`src/rtl/stopwatch_key_ctrl.sv`:
```
// Stopwatch key controller: synchronizes and debounces start/lap/clear keys and runs the IDLE/RUN/LAP/STOP FSM.
// Latency: a held key changes state/outputs DB_CYCLES+3 rising edges after the raw key rises.
// Backpressure: none; key presses are one-cycle events, and events that lose priority in their cycle are dropped.
// Optional feature: define KEY_LONG_CLEAR_EN to enable long-clear (lap held HOLD_CYCLES cycles in STOP).
`timescale 1ns/1ps
module stopwatch_key_ctrl #(
  parameter int DB_CYCLES   = 3,
  parameter int HOLD_CYCLES = 100
) (
  input  logic clk_100hz,
  input  logic rst_n,
  input  logic key_start,
  input  logic key_lap,
  input  logic key_clr,
  output logic sw_en,
  output logic pause,
  output logic clear
);

  typedef enum logic [1:0] {IDLE, RUN, LAP, STOP} state_t;

  localparam logic [3:0] DB_LAST = 4'(DB_CYCLES - 1);

  // Reject parameter values the 4-bit debounce and 7-bit hold counters cannot represent
  if (DB_CYCLES < 1 || DB_CYCLES > 15 || HOLD_CYCLES < 1 || HOLD_CYCLES > 127) begin : g_param_check
    $error("stopwatch_key_ctrl: DB_CYCLES must be 1..15 and HOLD_CYCLES 1..127");
  end

  // Key vector order: [0] start, [1] lap, [2] clear
  logic [2:0] raw;
  logic [2:0] sync1;
  logic [2:0] sync2;
  logic [2:0] db;
  logic [2:0] evt;
  logic [3:0] cnt [3];

  assign raw = {key_clr, key_lap, key_start};

  // Two-flop synchronizers, then per-key debounce counter; a press event fires on the edge db rises
  always_ff @(posedge clk_100hz or negedge rst_n) begin
    if (!rst_n) begin
      sync1 <= '0;
      sync2 <= '0;
      db    <= '0;
      evt   <= '0;
      for (int i = 0; i < 3; i++) cnt[i] <= '0;
    end else begin
      sync1 <= raw;
      sync2 <= sync1;
      for (int i = 0; i < 3; i++) begin
        evt[i] <= 1'b0;
        if (sync2[i] == db[i]) begin
          cnt[i] <= '0;
        end else if (cnt[i] == DB_LAST) begin
          db[i]  <= sync2[i];
          cnt[i] <= '0;
          evt[i] <= sync2[i];
        end else begin
          cnt[i] <= cnt[i] + 4'd1;
        end
      end
    end
  end

  state_t state;
  state_t state_nxt;
  logic   clear_nxt;
  logic   long_clr;

`ifdef KEY_LONG_CLEAR_EN
  localparam logic [6:0] HOLD_LAST = 7'(HOLD_CYCLES - 1);
  logic [6:0] hold_cnt;
  logic [6:0] hold_nxt;
`endif

  // Next-state logic: clear (key or long hold) beats start, start beats lap
  always_comb begin
    state_nxt = state;
    clear_nxt = 1'b0;
    long_clr  = 1'b0;
`ifdef KEY_LONG_CLEAR_EN
    hold_nxt  = '0;
    if (state == STOP && db[1]) begin
      if (hold_cnt == HOLD_LAST) long_clr = 1'b1;
      else                       hold_nxt = hold_cnt + 7'd1;
    end
`endif
    if (evt[2] || long_clr) begin
      state_nxt = IDLE;
      // a clear pulse is never stretched into a second cycle
      clear_nxt = ~clear;
    end else if (evt[0]) begin
      case (state)
        IDLE:    state_nxt = RUN;
        RUN:     state_nxt = STOP;
        LAP:     state_nxt = STOP;
        STOP:    state_nxt = RUN;
        default: state_nxt = IDLE;
      endcase
    end else if (evt[1]) begin
      case (state)
        RUN:     state_nxt = LAP;
        LAP:     state_nxt = RUN;
        default: state_nxt = state;
      endcase
    end
`ifdef KEY_LONG_CLEAR_EN
    if (state_nxt != STOP) hold_nxt = '0;
`endif
  end

  // State register and registered clear pulse
  always_ff @(posedge clk_100hz or negedge rst_n) begin
    if (!rst_n) begin
      state <= IDLE;
      clear <= 1'b0;
    end else begin
      state <= state_nxt;
      clear <= clear_nxt;
    end
  end

`ifdef KEY_LONG_CLEAR_EN
  // Consecutive-cycle count of lap held while stopped
  always_ff @(posedge clk_100hz or negedge rst_n) begin
    if (!rst_n) hold_cnt <= '0;
    else        hold_cnt <= hold_nxt;
  end
`endif

  assign sw_en = (state == RUN) || (state == LAP);
  assign pause = (state == LAP);

endmodule

```
`config.mk`:
```
export PLATFORM = sky130hd
export DESIGN_NAME = stopwatch_key_ctrl
export DESIGN_NICKNAME = d
export VERILOG_FILES = /design/src/rtl/stopwatch_key_ctrl.sv
export SDC_FILE = /design/constraint.sdc
export NUM_CORES = 1
export LEC_CHECK = 0
export ABC_AREA = 1
export CAP_MARGIN = 0
export CORE_UTILIZATION = 56
export DETAILED_ROUTE_END_ITERATION = 16
export GPL_ROUTABILITY_DRIVEN = 0
export PLACE_DENSITY = 0.74
export SLEW_MARGIN = 10
export SYNTH_ARGS = -nofsm -noshare
export SYNTH_HDL_FRONTEND = slang
export SYNTH_SLANG_ARGS = --single-unit
```
`constraint.sdc`:
```
create_clock -name clk_100hz -period 1.3 [get_ports clk_100hz]
set_input_delay 0.325 -clock clk_100hz [delete_from_list [all_inputs] [get_ports clk_100hz]]
set_output_delay 0.325 -clock clk_100hz [all_outputs]
set_load 0.1 [all_outputs]
```
==> flow_metrics.env, run 1 <==
export IMPL_grt_usage_pct=17.4
export IMPL_overflow=0
export IMPL_core_area_um2=1960
export IMPL_cap_violations=0
export IMPL_layout_commonest_cell="dfrtp_1"
export IMPL_die_w_um=47.9
export IMPL_finalMaxSlewViolations=0
export IMPL_path_max_fanout=2
export IMPL_startpoint_type="register"
export IMPL_clock_skew_ns=0.00995
export IMPL_drc_errors=0
export IMPL_p_leak_nw=0.681
export IMPL_hp_class="in -> async"
export IMPL_relSlewSlack_pct=88.2
export IMPL_crit_required_ns=0.98
export IMPL_final_cells=157
export IMPL_syn_nets=128
export IMPL_cp_end_kind="output pin"
export IMPL_row_count=16
export IMPL_fin_crit_ns=1.64
export IMPL_power_w=0.00300
export IMPL_ys_warn_count=0
export IMPL_crit_type="reg -> out"
export IMPL_power_density_nw_per_um2=2140
export IMPL_period_share_pct=126
export IMPL_reg2reg_depth=6
export IMPL_synth_distinct_cells=19
export IMPL_synth_area_top_cells="dfrtp_1, ha_1, nand2_1, nor2_1, inv_1"
export IMPL_syn_to_final_growth_pct=19.0
export IMPL_hpwl_mm=1.26
export IMPL_nets=144
export IMPL_io_pins=8
export IMPL_synth_cells=115
export IMPL_wirelength_mm=1.71
export IMPL_drive_gt1_share_pct=21.5
export IMPL_chipHeight_um=47.9
export IMPL_final_setup_tns_ns=-0.480
export IMPL_vias_per_cell=4.90
export IMPL_ctsHoldBuffers=0
export IMPL_finalSetupViolations=2
export IMPL_worst_slack_ns=-0.335
export IMPL_ir_drop_v=0.00135
export IMPL_hold_violations=0
export IMPL_tightest_slew_ns=0.176
export IMPL_fillers=157
export IMPL_seqCellArea_um2=676
export IMPL_violations="setup timing"
export IMPL_ys_seq_area_share_pct=57.4
export IMPL_grt_pass1_vias=682
export IMPL_grt_pass1_wl_mm=2.59
export IMPL_fmax_ghz=0.611
export IMPL_ant_nets=0
export IMPL_multi_input_area_um2=477
export IMPL_mostFrequentLayoutCells="dfrtp_1, nand2_1, nor2_1"
export IMPL_portBuffers=7
export IMPL_synth_seq_cells=27
export IMPL_drtIter0Drc=4
export IMPL_outcome="complete, but fails checks"
export IMPL_place_inst=150
export IMPL_cts_buffers=3
export IMPL_antenna_found_initial=0
export IMPL_initial_utilization_pct=60.0
export IMPL_via_count=770
export IMPL_wl_per_cell_um=10.9
export IMPL_clk_latency_ns=0.32
export IMPL_cts_root_buf="clkbuf_4"
export IMPL_rsz0062_at_grt="true"
export IMPL_clk_pin_slew_worst_paths_ns=0.14
export IMPL_synth_area_per_cell_um2=10.2
export IMPL_cts_max_level=1
export IMPL_cts_tree="yes"
export IMPL_syn_area_um2=1180
export IMPL_clock_sinks=27
export IMPL_arrival_ns=1.31
export IMPL_grt_max_degree=28
export IMPL_first_pass_iters=2
export IMPL_synth_top_area_share_pct=57.4
export IMPL_cts_max_path_buffers=2
export IMPL_die_area_um2=2290
export IMPL_yosys_area_top_type="dfrtp_1"
export IMPL_diodes=0
logic make-up after synthesis:
| logic type | synth area share [%] |
|---|---|
| flops | 57.4 |
| buf+inv | 3.51 |
| compound gates | 3.19 |
| xor+xnor | 2.23 |
| simple gates | 25.2 |
| fa+ha+maj | 8.50 |
stage by stage:
stage / util (%) / hold WS (ns) / area, um^2 / worst slack, ns
2_1_floorplan: - / 0.0294 / 1190 / -0.101
3_3_place_gp: 68.7 / 0.333 / 1350 / 0.0399
3_5_place_dp: 68.7 / 0.338 / 1350 / 0.00121
4_1_cts: 71.2 / 0.330 / 1400 / -0.350
5_1_grt: 71.4 / 0.336 / 1400 / -0.392
6_report: 71.4 / 0.328 / 1400 / -0.335
metal layers:
layer | GRT usage [%] | part of all wire (%) | up-vias
met2 | 31.1 | 51 | 9
met1 | 17.7 | 44 | 368
met4 | 11.1 | 2.3 | 0
li1 | - | - | 389
met3 | 4.53 | 2.8 | 4
met5 | 0 | 0 | -
critical path, stage by stage, from the launching register on:
cell and delay, ns:
dfrtp_1 0.43, ha_4 0.29, clkinvlp_4 0.09, buf_12 0.17
what timing repair did:
item / CTS / global route
resized for setup: 0 / 1
endpoints found under the setup margin: 2 / 5
setup buffers: 3 / 0
flip-flops by register name, summed over array words and instances, names as in the netlist:
signal	flops
state	2
sync2	3
evt	3
cnt	12
db	3
clear	1
sync1	3
final timing paths:
kind                       startpoint        to  slack, ns
max                          state[1]     sw_en      -0.34
min                             rst_n    evt[1]       0.33
max reg2reg                  state[1]  state[1]       0.11
min reg2reg                  sync1[0]  sync2[0]       0.37
max in group asynchronous       rst_n  sync2[0]       0.82
min in group clk_100hz       sync1[0]  sync2[0]       0.37
layout make-up:
class | count | area share [%]
inverters | 11 | 3.21
flip-flops and latches | 27 | 48.2
clock buffers | 3 | 1.61
multi-input cells | 77 | 34.0
repair buffers | 11 | 10.2
clock inverters | 1 | 0.357
well taps | 27 | 2.41
Yosys cell counts, drive strengths merged:
library cell   n
o21bai         3
dfrtp         27
nand3          5
o21ai          3
nor3           2
inv           11
nor2          21
nand2         26
nand4          3
or2            3
ha             8
xnor2          3
where the power goes:
group | leakage (nW) | total [W] | internal, W | switching (W)
combinational | 0.315 | 0.00142 | 0.000578 | 0.000844
clock | 0.0177 | 0.000350 | 0.000115 | 0.000235
sequential | 0.348 | 0.00123 | 0.00104 | 0.000194
total | 0.681 | 0.00300 | 0.00173 | 0.00127
No activity file was read; power rests on OpenSTA's default activity.
==> inputs of run 2 (changes only) <==
ABC_CLOCK_PERIOD_IN_PS = 1300   (was unset)
CORE_UTILIZATION = 57   (was 56)
DONT_BUFFER_PORTS = 1   (was unset)
PLACE_DENSITY = 0.7   (was 0.74)
==> flow_metrics.env, run 2 (synthesis results as in run 1) <==
export IMPL_overflow=0
export IMPL_mostFrequentLayoutCells="dfrtp_1, nand2_1, nor2_1"
export IMPL_antenna_found_initial=0
export IMPL_fin_crit_ns=1.64
export IMPL_startpoint_type="register"
export IMPL_finalSetupViolations=2
export IMPL_hp_class="reg -> reg"
export IMPL_diodes=0
export IMPL_drc_errors=0
export IMPL_outcome="complete, but fails checks"
export IMPL_clk_pin_slew_worst_paths_ns=0.15
export IMPL_crit_path_cell_trace="ha_4 -> clkinvlp_4 -> buf_12"
export IMPL_p_leak_nw=0.663
export IMPL_first_pass_iters=4
export IMPL_worst_slack_ns=-0.340
export IMPL_wirelength_mm=1.67
export IMPL_arrival_ns=1.32
export IMPL_clock_sinks=27
export IMPL_worst_path_buf_inv=2
export IMPL_cp_end_kind="output pin"
export IMPL_max_stage_delay_ns=0.44
export IMPL_grt_pass1_vias=658
export IMPL_post_route_util_pct=71.1
export IMPL_crit_type="reg -> out"
export IMPL_largest_register_ffs=12
export IMPL_fmax_ghz=0.610
export IMPL_nets=142
export IMPL_slowest_stage="dfrtp_1"
export IMPL_via_count=761
export IMPL_ant_nets=0
export IMPL_hold_violations=0
export IMPL_die_area_um2=2250
export IMPL_row_count=16
export IMPL_relSlewSlack_pct=76.1
export IMPL_cts_tree="yes"
export IMPL_clk_latency_ns=0.33
export IMPL_finalMaxSlewViolations=0
export IMPL_syn_to_final_growth_pct=17.2
export IMPL_power_w=0.00294
export IMPL_die_w_um=47.5
export IMPL_vias_per_cell=4.91
export IMPL_grt_usage_pct=16.1
export IMPL_tightest_slew_ns=0.358
export IMPL_cap_violations=0
export IMPL_grt_pass1_wl_mm=2.41
export IMPL_drive_gt1_share_pct=21.9
export IMPL_hpwl_mm=1.14
export IMPL_core_area_um2=1940
export IMPL_cts_root_buf="clkbuf_4"
export IMPL_regMostFlops="cnt"
export IMPL_cts_max_level=1
export IMPL_io_pins=8
export IMPL_initial_utilization_pct=60.6
export IMPL_cts_max_path_buffers=2
export IMPL_rsz0062_at_grt="true"
export IMPL_reg2reg_depth=7
export IMPL_period_share_pct=126
export IMPL_chipHeight_um=47.5
export IMPL_grt_max_degree=28
export IMPL_crit_cells=3
export IMPL_hold_path_depth=0
export IMPL_crit_required_ns=0.98
export IMPL_power_density_nw_per_um2=2130
export IMPL_wl_per_cell_um=10.8
export IMPL_ir_drop_v=0.00129
export IMPL_portBuffers=0
export IMPL_cts_buffers=3
export IMPL_violations="setup timing"
export IMPL_layout_commonest_cell="dfrtp_1"
export IMPL_drtIter0Drc=10
export IMPL_path_max_fanout=2
export IMPL_clock_skew_ns=0.0107
export IMPL_path_delay_family="flip-flops"
==> run 2: changes by cell type in the layout (fill, tap and decap cells not counted), sizes merged <==
cell,previous run,this run
buf,7,5
clkdlybuf4s50,4,0
clkinv,1,0
clkinvlp,1,2
dlygate4sd3,0,4
==> run 2: routing by layer <==
layer  share of wire, %  global-route usage, %  routed length, um  up-vias
met2                 53                   27.9                878       12
li1                   -                      -                  -      385
met5                  0                      0                  0        -
met4                2.3                   13.1                 39        0
met1                 43                   17.5                710      360
met3                2.4                   2.26                 40        4
==> run 2: through the flow <==
| stage | setup slack (ns) | area (um^2) | TNS, ns | hold slack [ns] | cells |
|---|---|---|---|---|---|
| global placement | 0.0399 | 1250 | 0 | 0.0300 | 144 |
| finish | -0.340 | 1380 | -0.551 | 0.370 | 155 |
| detailed placement | -0.00216 | 1250 | -0.00216 | 0.0301 | 144 |
| CTS | -0.344 | 1350 | -0.546 | 0.00153 | 154 |
| global route | -0.390 | 1380 | -0.660 | 0.375 | 155 |
| floorplan | -0.101 | 1190 | -0.101 | 0.0294 | 115 |
==> run 2: cell type report <==
class / instances / area (um^2)
flip-flops and latches: 27 / 676
fillers: 149 / 562
multi-input cells: 77 / 489
repair buffers: 9 / 106
inverters: 11 / 45.0
well taps: 27 / 33.8
clock buffers: 3 / 22.5
clock inverters: 1 / 7.51
==> run 2: final timing paths <==
path	start	to	slack [ns]
worst max register to register	state[1]	state[1]	0.07
worst min-delay path	sync1[0]	sync2[0]	0.37
min in group asynchronous	rst_n	evt[1]	0.42
worst min register to register	sync1[0]	sync2[0]	0.37
worst max-delay path	state[1]	sw_en	-0.34
max in group asynchronous	rst_n	sync2[1]	0.73
==> run 2: what timing repair did <==
item                                    CTS  global route
cloned                                    0             0
endpoints found under the setup margin    5             4
resized for setup                         1             4
buffers inserted                          2             0
hold buffers                              4             1
hold endpoints to repair                 29             1
pin swaps                                 0             1
==> run 2: power breakdown <==
group / internal [W] / switching [W]
logic: 0.000511 / 0.000837
registers: 0.00104 / 0.000188
clock network: 0.000118 / 0.000244
